===== config.mk =====
export PLATFORM = sky130hd
export DESIGN_NAME = sar_controller
export DESIGN_NICKNAME = d
export VERILOG_FILES = /design/src/rtl/sar_controller.sv
export SDC_FILE = /design/constraint.sdc
export NUM_CORES = 1
export LEC_CHECK = 0
export CAP_MARGIN = 15
export CORE_UTILIZATION = 54
export DETAILED_ROUTE_END_ITERATION = 6
export PLACE_DENSITY = 0.8
export SKIP_LAST_GASP = 1
export SYNTH_ARGS = -nofsm -noshare
export SYNTH_HDL_FRONTEND = slang
export SYNTH_SLANG_ARGS = --single-unit

===== constraint.sdc =====
create_clock -name clk -period 2.1 [get_ports clk]
set_input_delay 0.63 -clock clk [delete_from_list [all_inputs] [get_ports clk]]
set_output_delay 0.63 -clock clk [all_outputs]
set_load 0.02 [all_outputs]

===== src/rtl/sar_controller.sv =====
// Successive-approximation ADC controller: samples, then resolves one
// DAC bit per CMP/DEC pair, MSB first, and reports the final code.
module sar_controller #(
    parameter int Ndac  = 16,
    parameter int Nsamp = 2
) (
    input  logic            clk,
    input  logic            rst_n,
    input  logic            start,
    input  logic            comp_out,
    output logic            sample,
    output logic            comp_en,
    output logic [Ndac-1:0] dac_state,
    output logic            busy,
    output logic            done,
    output logic [Ndac-1:0] result
);

    localparam int IW = $clog2(Ndac);
    localparam logic [IW-1:0]   IDX_TOP  = IW'(Ndac - 1);
    localparam logic [7:0]      CNT_LAST = 8'(Nsamp - 1);
    localparam logic [Ndac-1:0] DAC_MSB  = {1'b1, {(Ndac-1){1'b0}}};

    typedef enum logic [2:0] {
        S_IDLE,
        S_SAMPLE,
        S_CMP,
        S_DEC,
        S_DONE
    } state_t;

    state_t          r_state;
    logic [7:0]      r_cnt;
    logic [IW-1:0]   r_idx;
    logic [Ndac-1:0] r_dac;
    logic [Ndac-1:0] r_result;
    logic            r_sample;
    logic            r_comp_en;
    logic            r_busy;
    logic            r_done;
    logic [Ndac-1:0] w_dec;

    // Trial update: drop the bit under test if too high, arm the next one.
    always_comb begin
        w_dec = r_dac;
        if (comp_out)
            w_dec[r_idx] = 1'b0;
        if (r_idx != '0)
            w_dec[r_idx - 1'b1] = 1'b1;
    end

    always_ff @(posedge clk) begin
        if (!rst_n) begin
            r_state   <= S_IDLE;
            r_cnt     <= '0;
            r_idx     <= '0;
            r_dac     <= '0;
            r_result  <= '0;
            r_sample  <= 1'b0;
            r_comp_en <= 1'b0;
            r_busy    <= 1'b0;
            r_done    <= 1'b0;
        end else begin
            r_done    <= 1'b0;
            r_comp_en <= 1'b0;
            unique case (r_state)
                S_IDLE: begin
                    r_dac <= '0;
                    if (start) begin
                        r_state  <= S_SAMPLE;
                        r_cnt    <= '0;
                        r_sample <= 1'b1;
                        r_busy   <= 1'b1;
                    end
                end
                S_SAMPLE: begin
                    if (r_cnt == CNT_LAST) begin
                        r_state   <= S_CMP;
                        r_sample  <= 1'b0;
                        r_dac     <= DAC_MSB;
                        r_idx     <= IDX_TOP;
                        r_comp_en <= 1'b1;
                    end else begin
                        r_cnt <= r_cnt + 8'd1;
                    end
                end
                S_CMP: begin
                    r_state <= S_DEC;
                end
                S_DEC: begin
                    r_dac <= w_dec;
                    if (r_idx == '0) begin
                        r_state  <= S_DONE;
                        r_result <= w_dec;
                        r_done   <= 1'b1;
                        r_busy   <= 1'b0;
                    end else begin
                        r_idx     <= r_idx - 1'b1;
                        r_state   <= S_CMP;
                        r_comp_en <= 1'b1;
                    end
                end
                S_DONE: begin
                    r_dac <= '0;
                    if (start) begin
                        r_state  <= S_SAMPLE;
                        r_cnt    <= '0;
                        r_sample <= 1'b1;
                        r_busy   <= 1'b1;
                    end else begin
                        r_state <= S_IDLE;
                    end
                end
                default: begin
                    r_state <= S_IDLE;
                end
            endcase
        end
    end

    assign sample    = r_sample;
    assign comp_en   = r_comp_en;
    assign dac_state = r_dac;
    assign busy      = r_busy;
    assign done      = r_done;
    assign result    = r_result;

endmodule


Yosys cells after proc, flatten, opt, wreduce, memory -nomap -nowiden
Cells that the tools add are included.
- magnitude comparators: 4
- equal/unequal tests: 11
- reductions and logical operators: 18
- $add $sub $neg: 2
- multiplexer cells: 28
- bitwise operators: 3
- operators by type and width (operator ; count):
    16-bit two-way mux ; 3
    16-bit case mux with 3 select lines ; 1
    16-bit bitwise AND ; 1
    8-bit two-way mux ; 2
    16-bit inverter ; 1
    16-bit bitwise OR ; 1
    8-bit case mux with 2 select lines ; 1
    3-bit case mux with 5 select lines ; 1
    3-bit AND reduction ; 4
    4-bit by 5-bit < comparator with 1-bit output, second input constant ; 2
    2-bit != test, second input constant ; 5
    1-bit two-way mux ; 9
    3-bit two-way mux ; 3
    8-bit by 1-bit adder with 8-bit output, second input constant ; 1
    1-bit demux with 4-bit select ; 2
    8-bit by 1-bit equality test with 1-bit output, second input constant ; 1
    4-bit by 1-bit greater-or-equal comparator with 1-bit output, second input constant ; 2
    4-bit two-way mux ; 2
    4-bit case mux with 2 select lines ; 1
    2-bit AND reduction ; 4
    3-bit by 2-bit equality test with 1-bit output, second input constant ; 2
    1-bit case mux with 2 select lines ; 3
    2-bit nonzero test ; 3
    4-bit zero test ; 1
    other kinds (9) ; 10
- flip-flop bits (word level): 51
- input port bits: 4

Depth between registers and ports, before layout
Gate-level depths: netlist of run 1.
- depth after elaboration: 10
- depth in mapped cells: 9
- mapped depth without buffers: 6

Least setup slack after synthesis of run 1
OpenSTA, ideal clock, no wires.
- path kind: flip-flop to flip-flop
- start point: register r_idx[0]
- end point: register r_result[15] (netlist: result[15])
- setup slack: 301 ps
- cell stages (with the launch flop): 10
- period minus slack after synthesis: 1799 ps
- data required time: 1979 ps
- arrival time: 1678 ps
- path buffers: 3
- cell sequence: dfxtp_1 -> inv_1 -> ha_1 -> buf_4 -> nor3b_4 -> and2_1 -> buf_2 -> buf_4 -> o21ai_0 -> a21oi_1
- longest elaborated chain between the ends: 9
- RTL lines (what ; line ; source):
    start, declared ; 34 ; logic [IW-1:0] r_idx;
    start signal, assigned ; 98 ; r_idx <= r_idx - 1'b1;
    branches (longest 9 deep; another with 4-bit by 5-bit < comparator with 1-bit output) ; - ;
    end signal, assigned ; 94 ; r_result <= w_dec;
    end, declared ; 36 ; logic [Ndac-1:0] r_result;
Parallel ways; which one is timed is not known.
A chain may end at the register's enable or synchronous reset.

Worst setup path after layout of run 1
- start point: register r_dac[15] (netlist: dac_state[15])
- end point: output port dac_state[15]
- RTL lines (what ; line ; source):
    start, declared ; 35 ; logic [Ndac-1:0] r_dac;
    start signal, assigned ; 91 ; r_dac <= w_dec;
    end, declared ; 13 ; output logic [Ndac-1:0] dac_state,
No word-level cell between the ends.

==> results, run 1 <==
- Broken down by cell family, the worst path's largest delay share belongs to buffers and inverters.
- The proportion of layout cells with a drive suffix above 1 is 10.9%.
- In this design, the stage delay of the slowest critical-path cell is ~0.63 ns.
- The leakage power of the design is ~0.0012 µW.
- The data required time of the worst path is between 1 and 1.5 ns.
- The distinct cell type count after synthesis is 60.
- The count of placed standard cells including taps is between 400 and 500.
- Measured against its own limit, the worst slew margin works out to around 58%.
- The number of optimization iterations in the first detailed-route pass is 4.
- The setup path with the least slack is of type register to output pin.
- The detailed-route DRC error count is 0.
- Detailed placement ended at an HPWL of around 4500 µm.
- In the synthesized netlist the dominant register cell turns out to be sky130_fd_sc_hd__dfxtp_1.
- The synthesized design spends more area on one cell type than any other, namely sky130_fd_sc_hd__dfxtp_1.
- The critical path goes through clkdlybuf4s50_1.
- The kind of end point of the critical path is an output pin.
- Setup repair after global routing left no endpoint under its margin.
- The cell at the slowest stage of the critical path is sky130_fd_sc_hd__clkdlybuf4s50_1.
- The worst hold slack after final layout is around 0.45 ns.
- The count of nets left with antenna violations once routing finished came out at 0.
- Ranked by instance count, the synthesized netlist is headed by sky130_fd_sc_hd__nand2_1, sky130_fd_sc_hd__dfxtp_1, sky130_fd_sc_hd__a21boi_0, sky130_fd_sc_hd__o21ai_0.
- The buffer and inverter count on the worst path is 1.
- Of the synthesized area, sequential elements account for 38.5%.
- The initial utilization of the core area, before any placement, comes to 56.1%.
- The pre-CTS setup slack is -0.0629 ns.
- The cell depth of the worst hold path is 2.
- Counting flops with an async set or reset pin after synthesis yields a share of 0%.
- The weighted congestion reported at the end of routability-driven placement is around 0.93.
- The number of clock buffers added by TritonCTS is 5.
- The period utilization is around 94%.
- The arrival time of the worst setup path is roughly 1.4 ns.
- The count of instances resized after the clock tree is built is 0.
- For hold timing, the worst endpoint is result[2].
- The number of pins exceeding their max-slew limit in the final report is 0.
- After detailed routing, the total wire length is 6060 µm.
- The reg-to-reg endpoint is r_idx[3].
- The maximum frequency from static timing analysis is 0.504 GHz.
- The clock slew at the register clock pins of the worst setup and hold paths is about 0.09 ns.
- The count of cells along the worst register-to-register path is 5.
- The initial antenna violation count is 0.
- The number of primary I/O pins is 40.
- The die outline area is about 5200 µm².
- The number of endpoints with negative hold slack in the final report is 0.
- STA classifies the critical path startpoint as a register.
- Leaving out filler cells and counting taps, the final layout contains 416.
- The region available for standard cell placement spans around 4700 µm².
- Max-cap violations in this run came to 0.
- The number of buffers on the longest clock path is 2.
- The class of the most critical hold timing path is register to register.
- The width of the chip is 72.0 µm.
- The synthesized cell area is roughly 2600 µm².
- The total of flip-flops plus latches after synthesis is 51.
- Summing over every cut layer, the via total after detailed routing is about 2400.
- The number of hold buffers added after CTS was 0.
- The number of buffers inserted by port buffering is 39.
- The clock tree synthesis step divided the H-tree into 2 levels.
- Of all nets on the critical path, the largest fanout is 5.
- The flop-to-flop setup slack is around 0.23 ns.
- The startpoint identified for the worst register-to-register timing path is r_cnt[0].
- The worst-case IR drop observed on VDD is 0.000477 V.
- In the final routed layout, each cell accounts on average for about 15 µm.
- CTS placed an instance of sky130_fd_sc_hd__clkbuf_8 at the clock tree root.
- The final setup slack of the worst path is around 0.12 ns.
- The share of the synthesized area in the top cell type is 38.5%.
- The aggregate negative setup slack is 0 ns.
- The post-synthesis instance total is a little over 300.
- In this run the core area contains 25 standard-cell rows.
- Yosys mapped a number of flops with a built-in enable equal to 0.
- For this run the aggregate overflow at the end of global routing stands at 0.
- Using the TritonRoute via totals, the vias-per-cell ratio works out to about 5.7.
- The power density over cell area is roughly 760 nW/µm².
- The number of setup violations in the final report is 0.
- The net total in the final layout is 360.
- The die height is ~72 µm.
- The diode insertion count for antenna repair is 0.
- The total number of yosys warnings is 0.
- The startpoint of the tightest hold check path is result[2].
- Cells fill between 60% and 70% of the core in the end.
- Entering global routing, the biggest net connects 29 pins.
- The net count after synthesis is between 300 and 400.
- TritonCTS built the clock tree.
- After synthesis, the mean cell area works out to 8.66 µm².
- Clock latency on the worst-skew pair, taken at its later pin, is around 0.30 ns.
- The combined global-route utilization of all metal layers is roughly a quarter.
- Once the clock tree was built, the setup fixing pass inserted 0 buffers.
- After synthesis, the cell types taking the most area are sky130_fd_sc_hd__dfxtp_1, sky130_fd_sc_hd__nand2_1, sky130_fd_sc_hd__a21boi_0, sky130_fd_sc_hd__ha_1, sky130_fd_sc_hd__o21ai_0.
- Compared with the post-synthesis result, the final layout area differs by 22.6%.
- After the first detailed-routing iteration, the DRC count stood at between 200 and 250.
- The first-pass GRT wire length is approximately 10000 µm.
- After layout, the minimum clock period comes to about 2.0 ns.
- The number of global-route vias before repair was between 2000 and 2500.
- The setup clock skew after layout is ~0.006 ns.
- At the pin with the least slew margin, the transition time is roughly 0.63 ns.
- The number of sinks on the clock net is 51.
- The flow ran to the end, and the final reports show no timing, DRC or antenna violations.
- Among all cell types in the netlist, the one instantiated most often is sky130_fd_sc_hd__nand2_1.
## where the power goes
part | switching [µW] | internal (µW)
clock | 316 | 386
combinational | 421 | 282
sequential | 53.3 | 1010
## final cells by class
class                           count  area [µm²]
Timing Repair Buffer               55         510
Sequential cell                    51        1020
Multi-Input combinational cell    227        1480
Fill cell                         390        1480
Inverter                            8        30.0
Clock buffer                        6        82.6
Tap cell                           67        83.8
Clock inverter                      2        35.0
## layer usage
layer	GRT usage (%)	vias to the layer above	part of all wire, %
li1	-	1173	-
met1	36.3	1105	47
met2	36.9	82	45
met3	3.89	7	6.6
met4	4.58	0	0.97
met5	0	-	0
## logic make-up (layout without fill, tap and decap cells)
logic type / after synthesis / count (layout) / synth area share (%)
buf+inv: 28 / 71 / 5.43
xor+xnor: 5 / 5 / 1.65
flops: 51 / 51 / 38.5
fa+ha+maj: 8 / 8 / 3.78
mux: 2 / 2 / 0.756
simple gates: 117 / 117 / 23.5
compound gates: 95 / 95 / 26.3
## per-stage QoR
| step | cell area, µm² | power, µW |
|---|---|---|
| after detailed placement | 3130 | 1780 |
| after global routing | 3250 | 2590 |
| after CTS | 3250 | 2460 |
| after floorplan | 2650 | 1610 |
| final | 3250 | 2470 |
| after global placement | 3130 | 1760 |
## how the worst max path moves through the flow
stage                             start       endpoint  slack [ns]  depth (start not counted)
after floorplan                r_idx[0]     result[15]        0.30                          9
after global placement            start       r_cnt[7]        0.01                          5
after detailed placement          start       r_cnt[7]       -0.06                          5
after CTS                 dac_state[15]  dac_state[15]        0.11                          1
after global routing      dac_state[15]  dac_state[15]        0.06                          1
final                     dac_state[15]  dac_state[15]        0.12                          1
## cells in the final DEF (no fill, tap or decap), types with 3 or more instances in the layout
cell type	count
sky130_fd_sc_hd__nand2_1	53
sky130_fd_sc_hd__and2_1	6
sky130_fd_sc_hd__nand3_1	10
sky130_fd_sc_hd__a21boi_0	17
sky130_fd_sc_hd__o21ai_0	17
sky130_fd_sc_hd__clkbuf_8	6
sky130_fd_sc_hd__a31oi_1	5
sky130_fd_sc_hd__nor2b_1	4
sky130_fd_sc_hd__o21a_1	7
sky130_fd_sc_hd__nand2b_1	5
sky130_fd_sc_hd__inv_1	8
sky130_fd_sc_hd__a21oi_1	8
sky130_fd_sc_hd__a21o_1	5
sky130_fd_sc_hd__ha_1	8
sky130_fd_sc_hd__nand4_1	4
sky130_fd_sc_hd__a211oi_1	7
sky130_fd_sc_hd__o2bb2ai_1	8
sky130_fd_sc_hd__buf_4	16
sky130_fd_sc_hd__dfxtp_1	51
sky130_fd_sc_hd__and3_1	4
sky130_fd_sc_hd__nor2_1	10
sky130_fd_sc_hd__clkdlybuf4s50_1	39
sky130_fd_sc_hd__xnor2_1	3
## sequential cells by signal, summed over array words and instances, names as in the netlist
name / count
busy: 1
comp_en: 1
dac_state: 16
done: 1
r_cnt: 8
r_idx: 4
r_state: 3
result: 16
sample: 1
Note: power is estimated with default switching activity, not from simulation.
==> run 2, diff against run 1 <==
--- a/config.mk
+++ b/config.mk
@@ -8,7 +8,7 @@
 export CAP_MARGIN = 15
 export CORE_UTILIZATION = 54
 export DETAILED_ROUTE_END_ITERATION = 6
-export PLACE_DENSITY = 0.8
+export PLACE_DENSITY = 0.81
 export SKIP_LAST_GASP = 1
 export SYNTH_ARGS = -nofsm -noshare
 export SYNTH_HDL_FRONTEND = slang
==> run 2 against run 1 <==
  * Critical path depth unchanged
  * Clock power increased by 0.9%
  * Clock skew about the same
  * Final cell count decreased by 0.24%
  * Register-to-register slack got worse by 0.04 ns
  * Setup slack improved by 0.0022 ns
  * Utilization rose by 0.11 points
  * Global-route usage up 1.5 points
  * Combinational power is 0.6% higher
  * Maximum frequency increased by 0.11%
  * Critical path type unchanged
  * Critical endpoint is now dac_state[11]
  * Largest power group unchanged
==> results, run 2 (synthesis results as in run 1) <==
- The number of primary I/O pins is 40 (unchanged).
- The largest net degree at the start of global routing is 22 (-24%).
- The number of buffers inserted to repair setup after CTS is 0 (unchanged).
- The deepest level of the CTS H-tree was 2 (unchanged).
- The total congestion overflow came to 0 (unchanged).
- The arrival time of the worst setup path came to 1.35 ns (about the same).
- The net total in the final layout is 359 (-0.28%).
- The proportion of layout cells with a drive suffix above 1 is 10.6% (-0.26 points).
- The detailed-route vias per instance came to 5.67 (-0.44%).
- The startpoint type of the worst setup path is a register.
- The initial antenna violation count came to 0 (unchanged).
- The number of setup violations in the final report is 0 (unchanged).
- The shortest period the worst path allows is 1.98 ns (-0.00221 ns).
- The number of pins exceeding their max-slew limit in the final report is 0 (unchanged).
- The leakage power of the design came to 0.00117 µW (-0.40%).
- The placed wire-length estimate was 4640 µm (+3.4%).
- The worst ir drop on vdd is 0.000413 V (-14%).
- The signal on the critical path passes through clkdlybuf4s50_1.
- The number of global-route vias before repair is 2156 (+6.1%).
- The standard cell area after detailed placement came to 3130 µm² (+0.16%).
- Setup repair after global routing left no endpoint under its margin.
- The weighted congestion reported at the end of routability-driven placement is 0.890 (-4.6%).
- The number of endpoints with negative hold slack in the final report is 0 (unchanged).
- The startpoint of the lowest-slack register-to-register path is r_idx[0].
- The most frequent standard cell in the layout excluding fill and tap cells is sky130_fd_sc_hd__nand2_1.
- The total of hold buffers inserted after clock tree synthesis is 0 (unchanged).
- The area occupied by registers was 1020 µm² (unchanged).
- The start-to-end type of the worst setup path is register to output pin.
- The maximum frequency from static timing analysis is 0.505 GHz (+0.11%).
- The diode insertion count for antenna repair is 0 (unchanged).
- The largest incremental delay on the critical path is 0.64 ns (about the same).
- The wire length after detailed routing is 6260 µm (+3.3%).
- The power density over cell area is 767 nW/µm² (+0.90%).
- The final standard cell count with taps included and fillers excluded is 415 (-0.24%).
- The area growth from synthesis to layout is 22.8%.
- The count of instances resized after the clock tree is built is 0 (unchanged).
- Clock tree synthesis selected as its root buffer the cell sky130_fd_sc_hd__clkbuf_8.
- The critical path starts at dac_state[11].
- The number of antenna-violating nets in the routed design is 0 (unchanged).
- The endpoint identified for the worst register-to-register timing path is result[0].
- The worst hold slack after final layout is 0.460 ns (+0.00546 ns).
- In the layout the commonest cells are sky130_fd_sc_hd__nand2_1, sky130_fd_sc_hd__dfxtp_1, sky130_fd_sc_hd__clkdlybuf4s50_1.
- The first-iteration detailed-routing DRC count was 128 (-44%).
- The family of cells with the greatest summed delay on the critical path is buffers and inverters.
- The CTS tree is yes.
- The effective utilization at floorplan is 56.1% (unchanged).
- The maximum fanout along the worst path is 4 (-1).
- The width of the chip is 72.0 µm (unchanged).
- STA classifies the critical path endpoint as an output pin.
- The pin slew with the least headroom to its limit is 0.713 ns (+0.0802 ns).
- The latest clock arrival within the worst-skew pair is 0.30 ns (about the same).
- The setup clock skew after layout came to 0.00595 ns (+0.0000820 ns).
- The die outline area is 5190 µm² (unchanged).
- The clock slew at the register clock pins of the worst setup and hold paths is 0.09 ns (about the same).
- The flow ran to the end, and the final reports show no timing, DRC or antenna violations.
- The period utilization is 94.3% (-0.11 points).
- The worst slew margin relative to its limit is 52.4% (-5.2 points).
- The count of cells along the worst register-to-register path was 7 (+2).
- The number of gates on the worst path with buffers counted was 1 (unchanged).
- The number of buffers on the longest clock path came to 2 (unchanged).
- The final setup slack of the worst path is 0.119 ns (+0.00221 ns).
- The area of the core is 4720 µm² (unchanged).
- The buffer and inverter count on the worst path is 1 (unchanged).
- The row count is 25 (unchanged).
- The number of max-cap violations came to 0 (unchanged).
- The number of buffers inserted by port buffering was 39 (unchanged).
- The combined global-route utilization of all metal layers is 25.7% (+1.5 points).
- The total vias in the final route came to 2351 (-0.68%).
- The cell at the slowest stage of the critical path is sky130_fd_sc_hd__clkdlybuf4s50_1.
- The number of optimization iterations in the first detailed-route pass is 5 (+1).
- The post-route cell area is 3250 µm² (+0.15%).
- The routed wire length per instance was 15.1 µm (+3.5%).
- The area used by multi-input combinational logic was 1480 µm² (unchanged).
- The pre-CTS setup slack is -0.00183 ns (+0.0611 ns).
- The die height came to 72.0 µm (unchanged).
- The data required time of the worst path is 1.47 ns (about the same).
- The first-pass GRT wire length is 10500 µm (+6.6%).
- The number of buffers created by CTS is 5 (unchanged).
- The flop-to-flop setup slack came to 0.19 ns (-0.04 ns).
- The number of sinks on the clock net came to 51 (unchanged).
- The class of the most critical hold timing path is register to register.
- The filler cell count in the final layout is 407 (+4.4%).
- The critical path ends at dac_state[11].
- The detailed-route DRC error count is 0 (unchanged).
- The count of placed standard cells including taps is 407 (-0.25%).
run 2: changes by cell type in the layout (fill, tap and decap cells not counted), sizes merged:
cell	change
buf	-1
run 2: layer usage:
layer  share of wire, %  vias to the layer above  GRT usage (%)
li1                   -                     1176              -
met1                 49                     1097           38.4
met2                 44                       72           38.3
met3                6.1                        6           4.58
met4               0.85                        0           6.54
met5                  0                        -              0
run 2: how the worst min path moves through the flow:
stage	slack, ns	startpoint	depth (start not counted)	endpoint
CTS	0.46	result[2]	2	result[2]
detailed placement	0.45	result[2]	2	result[2]
global placement	0.44	result[2]	2	result[2]
global route	0.49	result[5]	2	result[5]
finish	0.46	result[2]	2	result[2]
floorplan	0.48	r_state[2]	1	r_state[1]
run 2: per-stage QoR:
stage	TNS, ns	utilization [%]	total power (µW)
2_1_floorplan	0	-	1610
3_3_place_gp	0	66.4	1780
3_5_place_dp	-0.00259	66.4	1800
4_1_cts	0	68.8	2500
5_1_grt	0	68.8	2630
6_report	0	68.8	2490
run 2: where the power goes:
part,leakage [µW],internal (µW),switching (µW),total [µW]
clock network,0.0000612,386,321,707
logic,0.000700,294,413,707
registers,0.000412,1010,69.5,1080
total,0.00117,1690,804,2490
run 2: area by class of cell:
class | count | area share [%]
multi-input cells | 227 | 45.6
flip-flops and latches | 51 | 31.4
repair buffers | 54 | 15.9
well taps | 67 | 2.58
clock buffers | 6 | 2.54
clock inverters | 2 | 1.08
inverters | 8 | 0.923
==> run 3, diff against run 2 <==
--- a/config.mk
+++ b/config.mk
@@ -8,6 +8,7 @@
 export CAP_MARGIN = 15
 export CORE_UTILIZATION = 54
 export DETAILED_ROUTE_END_ITERATION = 6
+export GPL_TIMING_DRIVEN = 0
 export PLACE_DENSITY = 0.81
 export SKIP_LAST_GASP = 1
 export SYNTH_ARGS = -nofsm -noshare
==> run 3 against run 2 <==
  * Design area hardly changed
  * Wire length is 2.3% higher
  * Total power is 3.9% lower
  * Global-route usage rose by 1.1 points
  * Clock skew is 0.00097 ns lower
  * Setup slack gained 0.0079 ns
  * Critical path type unchanged
  * Critical endpoint is now dac_state[15]
  * Register-to-register slack got worse by 0.04 ns
  * Die area stayed put
  * Sequential power about the same
  * Via count up 1.7%
  * Clock power down 22%
  * Sequential share of layout area increased by 0.053 points
==> results, run 3 (synthesis results as in run 1) <==
- The width of the chip is 72.0 µm (unchanged).
- The first-pass GRT wire length is 10800 µm (+2.2%).
- The number of pins exceeding their max-slew limit in the final report is 0 (unchanged).
- The family of cells with the greatest summed delay on the critical path is buffers and inverters.
- The met1 demand-to-capacity share in global routing is 39.7% (+1.3 points).
- The buffer and inverter count on the worst path is 1 (unchanged).
- The count of cells along the worst register-to-register path came to 7 (unchanged).
- The clock slew at the register clock pins of the worst setup and hold paths is 0.09 ns (about the same).
- The largest incremental delay on the critical path is 0.63 ns (about the same).
- The number of buffers inserted by port buffering is 39 (unchanged).
- The standard cell area after detailed placement is 3120 µm² (-0.36%).
- The slowest stage of the critical path is the sky130_fd_sc_hd__clkdlybuf4s50_1 cell.
- The global routing stage identified its most utilized layer as met2.
- The leakage power of the design is 0.00118 µW (+0.37%).
- The die height is 72.0 µm (unchanged).
- The number of buffers on the longest clock path came to 2 (unchanged).
- The combined global-route utilization of all metal layers is 26.8% (+1.1 points).
- The data required time of the worst path was 1.47 ns (about the same).
- The flop-to-flop setup slack is 0.15 ns (-0.04 ns).
- The global-route met2 utilization is 40.3% (+2.0 points).
- By startpoint and endpoint, the worst setup path is classified as register to output pin.
- The flow ran to the end, and the final reports show no timing, DRC or antenna violations.
- The wire length after detailed routing came to 6400 µm (+2.3%).
- The final setup slack of the worst path came to 0.127 ns (+0.00789 ns).
- The final core area utilization is 68.9% (about the same).
- The area occupied by registers is 1020 µm² (+0.24%).
- The number of endpoints with negative hold slack in the final report is 0 (unchanged).
- The shortest period the worst path allows came to 1.97 ns (-0.00789 ns).
- The placed wire-length estimate is 4890 µm (+5.5%).
- The number of gates on the worst path with buffers counted came to 1 (unchanged).
- The detailed-route DRC error count is 0 (unchanged).
- The number of optimization iterations in the first detailed-route pass is 4 (-1).
- The reg-to-reg endpoint is result[11].
- The power density over cell area is 736 nW/µm² (-4.0%).
- The number of setup violations in the final report is 0 (unchanged).
- The deepest level of the CTS H-tree is 2 (unchanged).
- TritonCTS built the clock tree.
- The number of buffers created by CTS was 5 (unchanged).
- The number of antenna-violating nets in the routed design is 0 (unchanged).
- The class of the most critical hold timing path is register to register.
- The proportion of layout cells with a drive suffix above 1 is 12.7% (+2.0 points).
- STA classifies the critical path startpoint as a register.
- The startpoint of the lowest-slack register-to-register path is r_idx[0].
- The net total in the final layout is 366 (+1.9%).
- The latest clock arrival within the worst-skew pair is 0.30 ns (about the same).
- The total vias in the final route came to 2392 (+1.7%).
- The worst slew margin relative to its limit was 68.3% (+16 points).
- The total power consumption of the routed design is 2400 µW (-3.9%).
- The maximum frequency from static timing analysis came to 0.507 GHz (+0.40%).
- The row count is 25 (unchanged).
- STA classifies the critical path endpoint as an output pin.
- The filler cell count in the final layout is 409 (+0.49%).
- The total of hold buffers inserted after clock tree synthesis is 0 (unchanged).
- The worst ir drop on vdd is 0.000633 V (+53%).
- The die outline area came to 5190 µm² (unchanged).
- The endpoint of the most critical setup path is dac_state[15].
- The number of global-route vias before repair came to 2205 (+2.3%).
- The detailed-route vias per instance is 5.67 (about the same).
- The period utilization is 93.9% (-0.38 points).
- The area of the core is 4720 µm² (unchanged).
- The post-route cell area is 3250 µm² (about the same).
- The library cell used most frequently in the layout, excluding fill and tap cells, is sky130_fd_sc_hd__nand2_1.
- The routed wire length per instance was 15.2 µm (+0.65%).
- The effective utilization at floorplan came to 56.1% (unchanged).
- The first-iteration detailed-routing DRC count is 221 (+73%).
- The number of primary I/O pins is 40 (unchanged).
- The cell depth of the worst hold path is 2 (unchanged).
- In this run the worst setup path begins at dac_state[15].
- The weighted congestion reported at the end of routability-driven placement came to 0.925 (+4.0%).
- The signal on the critical path passes through clkdlybuf4s50_1.
- The pre-CTS setup slack is -0.331 ns (-0.329 ns).
- The routing usage on met3 is 5.14% (+0.56 points).
- The setup clock skew after layout came to 0.00498 ns (-0.000969 ns).
- Leaving out fill and tap cells, the most frequent cells in the layout are sky130_fd_sc_hd__nand2_1, sky130_fd_sc_hd__dfxtp_1, sky130_fd_sc_hd__clkdlybuf4s50_1.
- The pin slew with the least headroom to its limit is 0.476 ns (-0.237 ns).
- The number of max-cap violations is 0 (unchanged).
- The initial antenna violation count is 0 (unchanged).
- The number of sinks on the clock net came to 51 (unchanged).
- The largest net degree at the start of global routing is 16 (-27%).
- The diode insertion count for antenna repair is 0 (unchanged).
- The synthesis-to-finish area growth is 22.9% (about the same).
- The total congestion overflow is 0 (unchanged).
- The worst hold slack after final layout is 0.461 ns (+0.000631 ns).
- The arrival time of the worst setup path is 1.34 ns (about the same).
- The tree is rooted in a sky130_fd_sc_hd__clkbuf_8.
- The area used by multi-input combinational logic is 1510 µm² (+1.6%).
- Setup repair after global routing left no endpoint under its margin.
- The maximum fanout along the worst path is 5 (+1).
## run 3: cell types whose count changed in the layout (fill, tap and decap cells not counted), sizes merged
cell and change:
clkinv +2, bufinv -1, clkbuf +7, buf -1
## run 3: report_power, final
part	internal, µW	total (µW)	switching, µW
combinational	324	779	456
sequential	1010	1060	52.4
clock	229	552	323
## run 3: how the worst min path moves through the flow
stage,slack [ns],end,start
global route,0.50,result[9],result[9]
CTS,0.47,result[4],result[4]
floorplan,0.48,r_state[1],r_state[2]
finish,0.46,result[4],result[4]
global placement,0.45,result[2],result[2]
detailed placement,0.45,result[4],result[4]
## run 3: metal layers
| layer | up-vias | wire, µm |
|---|---|---|
| met2 | 94 | 2930 |
| met1 | 1102 | 2930 |
| li1 | 1192 | - |
| met5 | - | 0 |
| met3 | 4 | 500 |
| met4 | 0 | 40 |
## run 3: repair_timing
action,in CTS,in global routing
endpoints found under the hold margin,0,0
gates resized for setup,3,8
setup buffers,2,0
setup endpoints to repair,14,28
gates cloned,0,0
## run 3: final cells by class
class	instances	share of cell area, %
clock inverters	3	0.461
well taps	67	2.58
clock buffers	5	2.11
inverters	8	0.923
flip-flops and latches	51	31.4
repair buffers	41	12.5
plain buffers	20	3.69
multi-input cells	227	46.3
## run 3: stage by stage
stage | std cells | setup TNS (ns)
2_1_floorplan | 306 | 0
3_3_place_gp | 412 | -1.67
3_5_place_dp | 412 | -2.08
4_1_cts | 422 | -0.0580
5_1_grt | 422 | 0
6_report | 422 | 0
